===== src/rtl/buf_stream_reader.sv =====
// Streams a block of words out of a 1-cycle-latency buffer RAM onto a valid/ready stream.
// Reads are credit-limited against a 2-entry output FIFO so backpressure never drops data.
module buf_stream_reader #(
   parameter int unsigned AW = 7,
   parameter int unsigned DW = 32
) (
   input  logic            clk,
   input  logic            rst,
   input  logic            start,
   input  logic [AW-1:0]   base,
   input  logic [AW:0]     len,
   output logic            busy,
   output logic            done,
   output logic [AW-1:0]   ram_addr,
   output logic [DW/8-1:0] ram_we,
   input  logic [DW-1:0]   ram_dout,
   output logic            m_valid,
   input  logic            m_ready,
   output logic [DW-1:0]   m_data,
   output logic            m_last
);

   typedef enum logic [1:0] {StIdle, StRun, StDrain} state_e;

   localparam logic [AW:0] LenOne = 1;

   state_e          state_q, state_d;
   logic [AW-1:0]   ptr_q, ptr_d;
   logic [AW-1:0]   addr_q;
   logic [AW:0]     left_q, left_d;
   logic            rd_q, rd_last_q;
   logic [DW-1:0]   data_q [2];
   logic [DW-1:0]   data_d [2];
   logic [1:0]      last_q, last_d;
   logic [1:0]      cnt_q, cnt_d;
   logic            done_q, done_d;
   logic            pop, push, issue, issue_last, wr_idx;
   logic [2:0]      occ;

   // Credit: entries left after this cycle's pop plus the read whose data lands this cycle.
   always_comb begin
      pop        = (cnt_q != 2'd0) && m_ready;
      push       = rd_q;
      occ        = {1'b0, cnt_q} + {2'b0, rd_q} - {2'b0, pop};
      issue      = (state_q == StRun) && (occ < 3'd2);
      issue_last = issue && (left_q == LenOne);
      ram_addr   = issue ? ptr_q : addr_q;
   end

   always_comb begin
      state_d = state_q;
      ptr_d   = ptr_q;
      left_d  = left_q;
      done_d  = 1'b0;
      case (state_q)
         StIdle: begin
            if (start) begin
               if (len == '0) begin
                  done_d = 1'b1;
               end else begin
                  state_d = StRun;
                  ptr_d   = base;
                  left_d  = len;
               end
            end
         end
         StRun: begin
            if (issue) begin
               ptr_d  = ptr_q + AW'(1);
               left_d = left_q - LenOne;
               if (left_q == LenOne) state_d = StDrain;
            end
         end
         StDrain: begin
            if (pop && last_q[0]) begin
               state_d = StIdle;
               done_d  = 1'b1;
            end
         end
         default: state_d = StIdle;
      endcase
   end

   // Shift-register FIFO: entry 0 is always the head.
   always_comb begin
      data_d = data_q;
      last_d = last_q;
      cnt_d  = cnt_q + {1'b0, push} - {1'b0, pop};
      wr_idx = (cnt_q == 2'd2) || ((cnt_q == 2'd1) && !pop);
      if (pop) begin
         data_d[0] = data_q[1];
         last_d[0] = last_q[1];
      end
      if (push) begin
         data_d[wr_idx] = ram_dout;
         last_d[wr_idx] = rd_last_q;
      end
   end

   always_ff @(posedge clk) begin
      if (rst) begin
         state_q   <= StIdle;
         ptr_q     <= '0;
         addr_q    <= '0;
         left_q    <= '0;
         rd_q      <= 1'b0;
         rd_last_q <= 1'b0;
         data_q[0] <= '0;
         data_q[1] <= '0;
         last_q    <= '0;
         cnt_q     <= '0;
         done_q    <= 1'b0;
      end else begin
         state_q   <= state_d;
         ptr_q     <= ptr_d;
         left_q    <= left_d;
         if (issue) addr_q <= ptr_q;
         rd_q      <= issue;
         rd_last_q <= issue_last;
         data_q    <= data_d;
         last_q    <= last_d;
         cnt_q     <= cnt_d;
         done_q    <= done_d;
      end
   end

   always_comb begin
      busy    = (state_q != StIdle);
      done    = done_q;
      m_valid = (cnt_q != 2'd0);
      m_data  = data_q[0];
      m_last  = m_valid && last_q[0];
      ram_we  = '0;
   end

endmodule


===== config.mk =====
export PLATFORM = sky130hd
export DESIGN_NAME = buf_stream_reader
export DESIGN_NICKNAME = d
export VERILOG_FILES = /design/src/rtl/buf_stream_reader.sv
export SDC_FILE = /design/constraint.sdc
export NUM_CORES = 1
export LEC_CHECK = 0
export CORE_MARGIN = 3
export CORE_UTILIZATION = 45
export CTS_BUF_LIST = sky130_fd_sc_hd__clkbuf_4 sky130_fd_sc_hd__clkbuf_8
export CTS_CLUSTER_SIZE = 16
export DETAILED_ROUTE_END_ITERATION = 10
export GPL_ROUTABILITY_DRIVEN = 0
export GPL_TIMING_DRIVEN = 0
export PLACE_DENSITY_LB_ADDON = 0.08
export REMOVE_ABC_BUFFERS = 1
export SYNTH_ARGS = -nofsm -noshare
export SYNTH_HDL_FRONTEND = slang
export SYNTH_SLANG_ARGS = --single-unit

===== constraint.sdc =====
create_clock -name clk -period 4.4 [get_ports clk]
set_input_delay 0.44 -clock clk [delete_from_list [all_inputs] [get_ports clk]]
set_output_delay 0.44 -clock clk [all_outputs]
set_load 0.02 [all_outputs]

-- Word-level counts from Yosys, hierarchy flattened
Index checks and enable logic that the tools add are counted.
- register bits: 95
- output and inout bits: 47
- logic and storage cells: 80
- equal/unequal tests: 10
- reduce and logical (&&, ||, !) cells: 17
- muxes and demuxes: 29
- add/subtract/negate cells: 6
- bitwise gates (word level): 1
- order comparisons: 5
- operator list (kind ; count):
    $bwmux W64 ; 1
    $mux W32 ; 2
    $mux W64 ; 1
    $demux W32 S1 ; 1
    $mux W7 ; 4
    $mux W8 ; 3
    $pmux W8 S2 ; 1
    $pmux W7 S2 ; 1
    $mux W2 ; 5
    $eq A8 B1 Y1 const B ; 1
    $logic_and A1 B1 Y1 ; 8
    $logic_not A8 Y1 ; 1
    $ne A2 B2 Y1 const B ; 4
    $sub A8 B1 Y8 const B ; 1
    $add A7 B1 Y7 const B ; 1
    $mux W1 ; 6
    $pmux W2 S3 ; 1
    $reduce_bool A2 Y1 ; 3
    $reduce_and A5 Y1 ; 1
    $eq A2 B1 Y1 const B ; 2
    $eq A2 B2 Y1 const B ; 2
    $reduce_and A4 Y1 ; 1
    $add A2 B1 Y3 ; 1
    $lt A3 B2 Y1 const B ; 1
    15 further kinds ; 15

-- Logic depth before layout (Yosys ltp)
Gate-level depths: netlist of the first run.
- word-level depth: 12
- mapped depth: 15
- mapped depth without buffers: 12

-- Worst setup path after synthesis of the first run
Ideal clock, no wire load.
- kind: flip-flop to output port
- from: reg cnt_q[1]
- to: out ram_addr[4]
- path buffers: 2
- arrival time: 3132 ps
- required time: 3960 ps
- setup slack: 828 ps
- cell stages (with the launch flop): 14
- path through: dfxtp_1 or2_2 nand2_1 clkinv_1 clkbuf_1 ha_1 inv_1 ha_1 inv_1 fa_1 xnor2_1 nand3_2 buf_2 mux2_2
- longest elaborated chain between the ends: 6
- elaborated cells on any way between the ends: 7
- those cells by class: 2 x add/sub; 1 x order compare; 1 x mux; 3 x reduce/logical
- RTL lines (item ; RTL line ; RTL):
    start: declaration ; 35 ; logic [1:0] cnt_q, cnt_d;
    start signal: assignment ; 122 ; cnt_q <= cnt_d;
    $reduce_bool A2 Y1 ; n/a ;
    via m_valid ; 17 ; output logic m_valid,
    $logic_and A1 B1 Y1 ; 42 ; pop = (cnt_q != 2'd0) && m_ready;
    $sub A3 B1 Y3 ; 44 ; occ = {1'b0, cnt_q} + {2'b0, rd_q} - {2'b0, pop};
    $lt A3 B2 Y1 ; 45 ; issue = (state_q == StRun) && (occ < 3'd2);
    $logic_and A1 B1 Y1 ; 45 ;
    $mux W7 ; n/a ;
    end: declaration ; 14 ; output logic [AW-1:0] ram_addr,
The timed path passes the listed nets, and every way through them passes these cells.

-- Final worst setup path of the first run
- from: reg cnt_q[1]
- to: out ram_addr[4]
- longest elaborated chain between the ends: 6
- elaborated cells on any way between the ends: 7
- those cells by class: 2 x add/sub; 1 x order compare; 1 x mux; 3 x reduce/logical
- RTL lines (item ; RTL line):
    parallel branches: the longest is 2 deep, another holds $add A2 B1 Y3 ; n/a
    $sub A3 B1 Y3 (*) ; 44
    $lt A3 B2 Y1 (*) ; 45
    $logic_and A1 B1 Y1 (*) ; 45
    $mux W7 (*) ; n/a
Mark *: on every way between the ends.

==> run summary, run 1 <==
The synthesized netlist contains 53 unique library cells. The data arrival time of the critical path is 3.71 ns. The transition at the pin with the smallest max-transition slack is 1.238 ns. Among all flip-flop cells after synthesis, the most frequent one is sky130_fd_sc_hd__dfxtp_1. Counting I/O delays and the setup requirement, the final critical path takes 4.152 ns.

The area share of the largest cell type after synthesis came out at 42.52%. The max-capacitance violation count is 0. The clock-pin slew reported for the worst setup and hold paths after clock tree synthesis came out at 0.09 ns. Global routing used 19.24% of the available tracks across all layers. The total I/O pin count is 98.

In this run the critical register-to-register path is captured at ptr_q[0]. In this run the standard cell core region covers 0.009459 sq mm. Yosys printed 0 warnings. Measured along the y axis, the die boundary spans 105.7 um. Based on the critical path, the design can be clocked at up to 240.8 MHz. The library cell with the highest instance count after synthesis is sky130_fd_sc_hd__dfxtp_1. Counting instances, the worst hold path has a depth of 2. At the later pin of the worst-skew pair, clock insertion delay measures 0.36 ns. The critical path capture point type is an output pin. The post-detailed-route via-to-cell ratio came out at 5.380. The total power is 2.782 mW. The maximum VDD drop is 239.4 uV. Once layout is complete, the utilization of the core stands at 58.06%. The maximum level of the CTS H-tree is 3. The worst clock skew is 0.01118 ns.

The flip-flop and latch count after synthesis is 95. Setup violations remaining at the end of the flow were counted as 0. The starting utilization of the core area came out at 47.29%.

The gate count of the mapped netlist came out at 519. In this run the core area contains 35 standard-cell rows. The total count of max-transition violations in the final report is 0. The clock sink count came out at 95.

The full die area came out at 0.01117 sq mm. The share of post-route cells with drive strength above 1 came out at 7.815%. The normalized max-slew margin is 17.30%. By count the netlist is led by sky130_fd_sc_hd__dfxtp_1 (95), sky130_fd_sc_hd__nand2_1 (84), sky130_fd_sc_hd__nor2_1 (76), sky130_fd_sc_hd__buf_4 (38), sky130_fd_sc_hd__a311oi_1 (37).

The number of buffers added by the clock tree synthesis step is 9. Once routing completed, OpenROAD measured the worst setup slack at 0.2476 ns. The number of antenna violations at the first check in global routing is 0.

TritonCTS built the clock tree. After synthesis, flip-flops and latches occupy 42.52% of the total area. The proportion of synthesized flip-flops having asynchronous set or reset came out at 0%. In this run the mean area of a mapped cell was 8.619 sq um. The worst hold path begins at data_q[4]. The run finished with clean final reports.

The maximum buffer depth of the clock tree came out at 2. The global-route wire length before repair came out at 17.78 mm. The cell taking the most area after synthesis is sky130_fd_sc_hd__dfxtp_1.

Input and output buffers added on the ports amount to 93. By startpoint and endpoint, the worst setup path is classified as flip-flop to output pin. Walking the worst path, the cells encountered are or2_4 > nand2_8 > inv_12 > ha_1 > inv_1 > ha_1 > inv_1 > fa_1 > xnor2_2 > nand3_4 > mux2_2 > clkdlybuf4s50_1. Entering global routing, the biggest net connects 90 pins. Setup repair after global routing left no endpoint under its margin.

The number of global-route vias before repair came out at 3,640. The area of the mapped netlist came out at 0.004473 sq mm. The layout-stage area growth over the synthesis result came out at 22.77%. The setup slack after placement came out at -2.352 ns.

For this run, design rule violations remaining after detail routing come to 0. The diode insertion count for antenna repair came out at 0. The horizontal die dimension is 105.7 um.

The final wirelength came out at 10.75 mm. Summed over all layers, the global routing overflow is 0. The tightest min-delay check is of the flip-flop to flip-flop type.

The count of antenna-violating nets left after detailed routing is 0. The routed via count came out at 3,723. The maximum fanout along the worst path is 36. The final layout net count came out at 615. The first-pass iteration count of the detailed router came out at 4.

The analysis attributes to cell leakage a power of 2.236 nW. On the critical path, the stage with the largest delay is an instance of sky130_fd_sc_hd__clkdlybuf4s50_1. The depth of the worst register-to-register path came out at 12. The sink of the worst hold path is m_data[4]. The number of failing hold endpoints at the final stage is 0.

Dividing the detail-routed wire length by the instance count gives 15.53 um. The placed wire-length estimate is 6.702 mm. In this run the critical register-to-register path is launched from cnt_q[1]. The setup slack of the worst register-to-register path is 1.06 ns.

The hold buffer count at cts is 0. Dividing the final minimum period by the clock period gives 94.37%. The synthesized design contains 0 enable-type register cells. By area the synthesized netlist is led by sky130_fd_sc_hd__dfxtp_1 (43%), sky130_fd_sc_hd__mux2i_1 (7.4%), sky130_fd_sc_hd__a311oi_1 (7.2%).

STA classifies the critical path startpoint as a flip-flop. CTS placed an instance of sky130_fd_sc_hd__clkbuf_8 at the clock tree root. Power spread over the standard cell area amounts to 506.5 mW/mm^2. The number of DRC markers in iteration 0 came out at 163. The critical path data required time is 3.96 ns. For this run, the slowest stage of the critical path takes 0.60 ns.
## sequential cells by signal (all words and copies together), names as in the netlist
| register | flops |
|---|---|
| rd_last_q | 1 |
| state_q | 2 |
| push | 1 |
| addr_q | 7 |
| data_q | 32 |
| left_q | 8 |
| ptr_q | 7 |
| cnt_q | 2 |
| m_data | 32 |
| done | 1 |
| last_q | 2 |
## report_power, final
part	switching (mW)	internal (mW)	total (mW)
clock network	0.315	0.331	0.646
registers	0.120	1.01	1.13
logic	0.554	0.447	1.00
total	0.990	1.79	2.78
## worst max-delay path: cells and delay by family (launching register included)
family | cells | cell delay [ns]
buffers and inverters | 4 | 0.91
adder cells (fa/ha/maj) | 3 | 0.79
AND/OR/NAND/NOR | 3 | 0.59
flip-flops | 1 | 0.46
multiplexers | 1 | 0.34
XOR/XNOR | 1 | 0.27
## worst max-delay path by stage
| stage | startpoint | end | slack (ns) | cells after the start |
|---|---|---|---|---|
| after floorplan | cnt_q[1] | ram_addr[0] | -0.16 | 11 |
| after global placement | m_ready | ram_addr[3] | -2.41 | 12 |
| after detailed placement | m_ready | ram_addr[2] | -2.35 | 12 |
| after CTS | cnt_q[1] | ram_addr[3] | 0.03 | 12 |
| after global routing | cnt_q[1] | ram_addr[2] | 0.03 | 12 |
| final | cnt_q[1] | ram_addr[4] | 0.25 | 12 |
## placed cells by master (no fill, tap or decap), types with 4 or more instances in the layout
cell,count
sky130_fd_sc_hd__dfxtp_1,95
sky130_fd_sc_hd__a21oi_1,11
sky130_fd_sc_hd__nor3_1,10
sky130_fd_sc_hd__clkdlybuf4s50_1,90
sky130_fd_sc_hd__nor2_1,76
sky130_fd_sc_hd__o22ai_1,6
sky130_fd_sc_hd__inv_1,14
sky130_fd_sc_hd__o21ai_0,8
sky130_fd_sc_hd__mux2i_1,33
sky130_fd_sc_hd__a221oi_2,4
sky130_fd_sc_hd__nor2b_1,4
sky130_fd_sc_hd__mux2_2,7
sky130_fd_sc_hd__clkbuf_8,9
sky130_fd_sc_hd__and2_1,8
sky130_fd_sc_hd__conb_1,4
sky130_fd_sc_hd__nand2_1,83
sky130_fd_sc_hd__a311oi_1,37
sky130_fd_sc_hd__ha_1,5
## metrics by stage
stage / hold WS [ns] / instances / area [sq um] / TNS (ns)
final: 0.4794 / 692 / 5492 / 0
after global routing: 0.5034 / 692 / 5492 / 0
after CTS: 0.4814 / 692 / 5484 / 0
after detailed placement: 0.4674 / 674 / 5196 / -57.32
after global placement: 0.4573 / 672 / 5146 / -73.57
after floorplan: 0.4495 / 450 / 4054 / -1.155
## area by class of cell
type / instances / area [sq um]
Clock buffer: 10 / 131.4
Inverter: 15 / 68.82
Sequential cell: 95 / 1902
Timing Repair Buffer: 96 / 980.9
Fill cell: 867 / 3968
Clock inverter: 6 / 93.84
Tap cell: 129 / 161.4
Multi-Input combinational cell: 341 / 2153
## timing repair
action | in CTS | in global routing
endpoints found under the hold margin | 0 | 0
setup endpoints to repair | 34 | 7
pin swaps | 2 | 0
gates cloned | 1 | 0
resized for setup | 8 | 4
buffers inserted | 1 | 0
## per-layer routing
metal / vias to the layer above / track usage [%] / share of wire, %
met1: 1755 / 26.13 / 47
met2: 109 / 30.19 / 45
met3: 9 / 4.654 / 6.9
met4: 0 / 6.013 / 1.1
met5: - / 0 / 0
li1: 1850 / - / -
## cells by family after synthesis
| kind of cell | share of synthesized area (%) |
|---|---|
| AND/OR/NAND/NOR | 19.78 |
| adder cells (fa/ha/maj) | 1.846 |
| buffers and inverters | 10.88 |
| XOR/XNOR | 0.1958 |
| other | 0.08384 |
| multiplexers | 9.147 |
| AO/OA/AOI/OAI | 15.55 |
| flip-flops | 42.52 |
(Power assumes the default switching activity.)
==> run 2: changes to the inputs <==
--- a/config.mk
+++ b/config.mk
@@ -5,6 +5,7 @@
 export SDC_FILE = /design/constraint.sdc
 export NUM_CORES = 1
 export LEC_CHECK = 0
+export CORE_ASPECT_RATIO = 0.9
 export CORE_MARGIN = 3
 export CORE_UTILIZATION = 45
 export CTS_BUF_LIST = sky130_fd_sc_hd__clkbuf_4 sky130_fd_sc_hd__clkbuf_8
==> run 2 against run 1 <==
Against the previous run:
- sequential power about the same
- cell area shrank 0.52%
- worst setup slack lost 0.084 ns
- sequential share of layout area up 0.21 points
- critical path type is now input port to output pin
==> run summary, run 2 (synthesis results as in run 1) <==
The flow ran to the end, and the final reports show no timing, DRC or antenna violations. The normalized max-slew margin is 15.18%. The clock sink count came out at 95. The maximum achievable frequency came out at 236.0 MHz. The clock-pin slew reported for the worst setup and hold paths after clock tree synthesis came out at 0.10 ns. The final setup violation count came out at 0. The count of non-filler cells in the finished layout came out at 686. The max-capacitance violation count came out at 0. The power density relative to cell area is 498.9 mW/mm^2.

The tree is rooted in a sky130_fd_sc_hd__clkbuf_8. The maximum buffer depth of the clock tree is 2. Dividing the detail-routed via count by the number of cells gives 5.472. The number of DRC markers in iteration 0 is 188.

For this run, the post-layout net count is 616. The leading cell type in the layout, fill and taps excluded is sky130_fd_sc_hd__dfxtp_1. The maximum number of pins on one net before global-route repair came out at 90. The number of antenna violations at the first check in global routing is 0. The worst hold margin came out at 0.4776 ns. Global routing finished with a remaining overflow of 0. The share of the clock period used by the worst path after layout is 96.29%.

The total core area is 0.009373 sq mm. The slowest stage of the critical path belongs to the cell sky130_fd_sc_hd__clkdlybuf4s50_1. The count of nets left with antenna violations once routing finished came out at 0. The endpoint identified for the worst register-to-register timing path is left_q[0]. Traced cell by cell, the critical path runs through clkdlybuf4s50_1 > nand2_8 > inv_12 > ha_1 > inv_1 > ha_1 > inv_1 > fa_1 > xnor2_2 > nand3_4 > mux2_2 > clkdlybuf4s50_1.

The per-cell routed wire length came out at 15.61 um. The combined global-route utilization of all metal layers came out at 19.26%. In the layout the commonest cells are sky130_fd_sc_hd__dfxtp_1 (94), sky130_fd_sc_hd__clkdlybuf4s50_1 (90), sky130_fd_sc_hd__nand2_1 (83), sky130_fd_sc_hd__nor2_1 (76), sky130_fd_sc_hd__a311oi_1 (37). Broken down by cell family, the worst path's largest delay share belongs to buffers and inverters. Between clock sinks in the finished design, the worst skew comes to 0.009286 ns. The setup slack of the worst register-to-register path is 0.99 ns. The critical path data required time came out at 3.96 ns. The setup path with the least slack is of type input port to output pin. The number of failing hold endpoints at the final stage came out at 0. The clock tree synthesis step divided the H-tree into 3 levels.

The horizontal die dimension is 111.1 um. The total I/O pin count came out at 98. The diode insertion count for antenna repair is 0. The first element of the critical path is m_ready. The data arrival time of the critical path is 3.80 ns.

The number of global-route vias before repair was 3,620. Including well taps, the total number of placed cells is 667. Adding up every negative setup slack in the final design gives 0 ns.

Cells with a size suffix above 1 make up 8.156% of the layout. The hold buffer count at cts is 0. STA classifies the critical path endpoint as an output pin.

The number of core rows is 33. At the pin with the least slew margin, the transition time is 1.270 ns. The global-route wire length before repair came out at 17.75 mm. Measured along the y axis, the die boundary spans 100.6 um. The cell leakage power came out at 2.236 nW. The number of buffers added by the clock tree synthesis step is 9. The layout-stage area growth over the synthesis result is 22.13%. The logic depth of the worst setup path including buffers is 12. The largest single stage delay on the critical path is 0.69 ns. The origin of the critical flop-to-flop path is cnt_q[1]. Following the worst setup path forward leads to its endpoint at ram_addr[2]. The maximum fanout along the worst path came out at 36.

The number of fill cells in the layout is 839. TritonCTS built the clock tree. Once the floorplan was initialized, standard cells occupied 47.72% of the core. The kind of start point of the critical path is an input port. The worst min-delay path class is flip-flop to flip-flop. Setup repair after global routing left no endpoint under its margin. The maximum VDD drop came out at 237.2 uV. Input and output buffers added on the ports amount to 93. Once detailed placement completed, the half-perimeter wirelength came to 6.791 mm.

Once layout is complete, the utilization of the core stands at 58.28%. The buffers plus inverters on the worst setup path came out at 5. The latest clock arrival within the worst-skew pair came out at 0.36 ns. The full die area is 0.01117 sq mm. The final wirelength came out at 10.71 mm. The total count of max-transition violations in the final report was 0.

The first-pass iteration count of the detailed router came out at 4. The final routed DRC violation total is 0. The final route contains 3,754 vias. The post-route minimum period came out at 4.237 ns. The depth of the worst register-to-register path came out at 12.
run 2: timing repair:
action,4_1_cts,5_1_grt
pin swaps,2,0
gates cloned,1,0
setup endpoints to repair,34,7
setup buffers,2,0
gates resized for setup,8,4
run 2: worst min-delay path by stage:
stage                           from    endpoint  slack (ns)  cells after the start
after global placement    data_q[24]  m_data[24]        0.46                      2
after detailed placement  data_q[22]  m_data[22]        0.47                      2
after CTS                 data_q[14]  m_data[14]        0.48                      2
after floorplan            last_q[1]   last_q[0]        0.45                      2
after global routing      data_q[12]  m_data[12]        0.50                      2
final                     data_q[26]  m_data[26]        0.48                      2
run 2: stage by stage:
stage          total power, mW  setup slack [ns]  cell area [sq um]
4_1_cts                  2.747          0.007833               5456
6_report                 2.725            0.1633               5463
3_5_place_dp             2.119            -2.281               5187
3_3_place_gp             2.096            -2.325               5137
5_1_grt                  2.884           0.01005               5463
2_1_floorplan            1.705           -0.1616               4054
run 2: area by class of cell:
cell class / count / area [sq um] / share of cell area, %
multi-input cells: 341 / 2151 / 39.37
clock inverters: 6 / 67.56 / 1.237
inverters: 15 / 68.82 / 1.260
well taps: 122 / 152.6 / 2.794
flip-flops and latches: 95 / 1903 / 34.84
clock buffers: 10 / 131.4 / 2.405
repair buffers: 97 / 988.4 / 18.09
run 2: where the power goes:
group          switching, mW  internal (mW)
registers              0.117           1.01
clock network          0.315          0.272
logic                  0.558          0.447
total                  0.991           1.73
run 2: metal layers:
layer / routed length [um] / vias up / global-route usage (%)
li1: - / 1852 / -
met1: 4972 / 1786 / 25.53
met2: 5007 / 106 / 31.34
met3: 595 / 10 / 4.982
met4: 130 / 0 / 5.613
met5: 0 / - / 0
run 2: worst min-delay path, cell delays in order (launching register included):
cell and delay [ns]:
sky130_fd_sc_hd__dfxtp_1 0.32, sky130_fd_sc_hd__nand2_1 0.05, sky130_fd_sc_hd__a311oi_1 0.07
==> run 3: changes to the inputs <==
--- a/config.mk
+++ b/config.mk
@@ -9,6 +9,7 @@
 export CORE_MARGIN = 3
 export CORE_UTILIZATION = 45
 export CTS_BUF_LIST = sky130_fd_sc_hd__clkbuf_4 sky130_fd_sc_hd__clkbuf_8
+export CTS_CLUSTER_DIAMETER = 40
 export CTS_CLUSTER_SIZE = 16
 export DETAILED_ROUTE_END_ITERATION = 10
 export GPL_ROUTABILITY_DRIVEN = 0
==> results of run 3 <==
Final layout, timing and power as in run 2 (identical DEF).
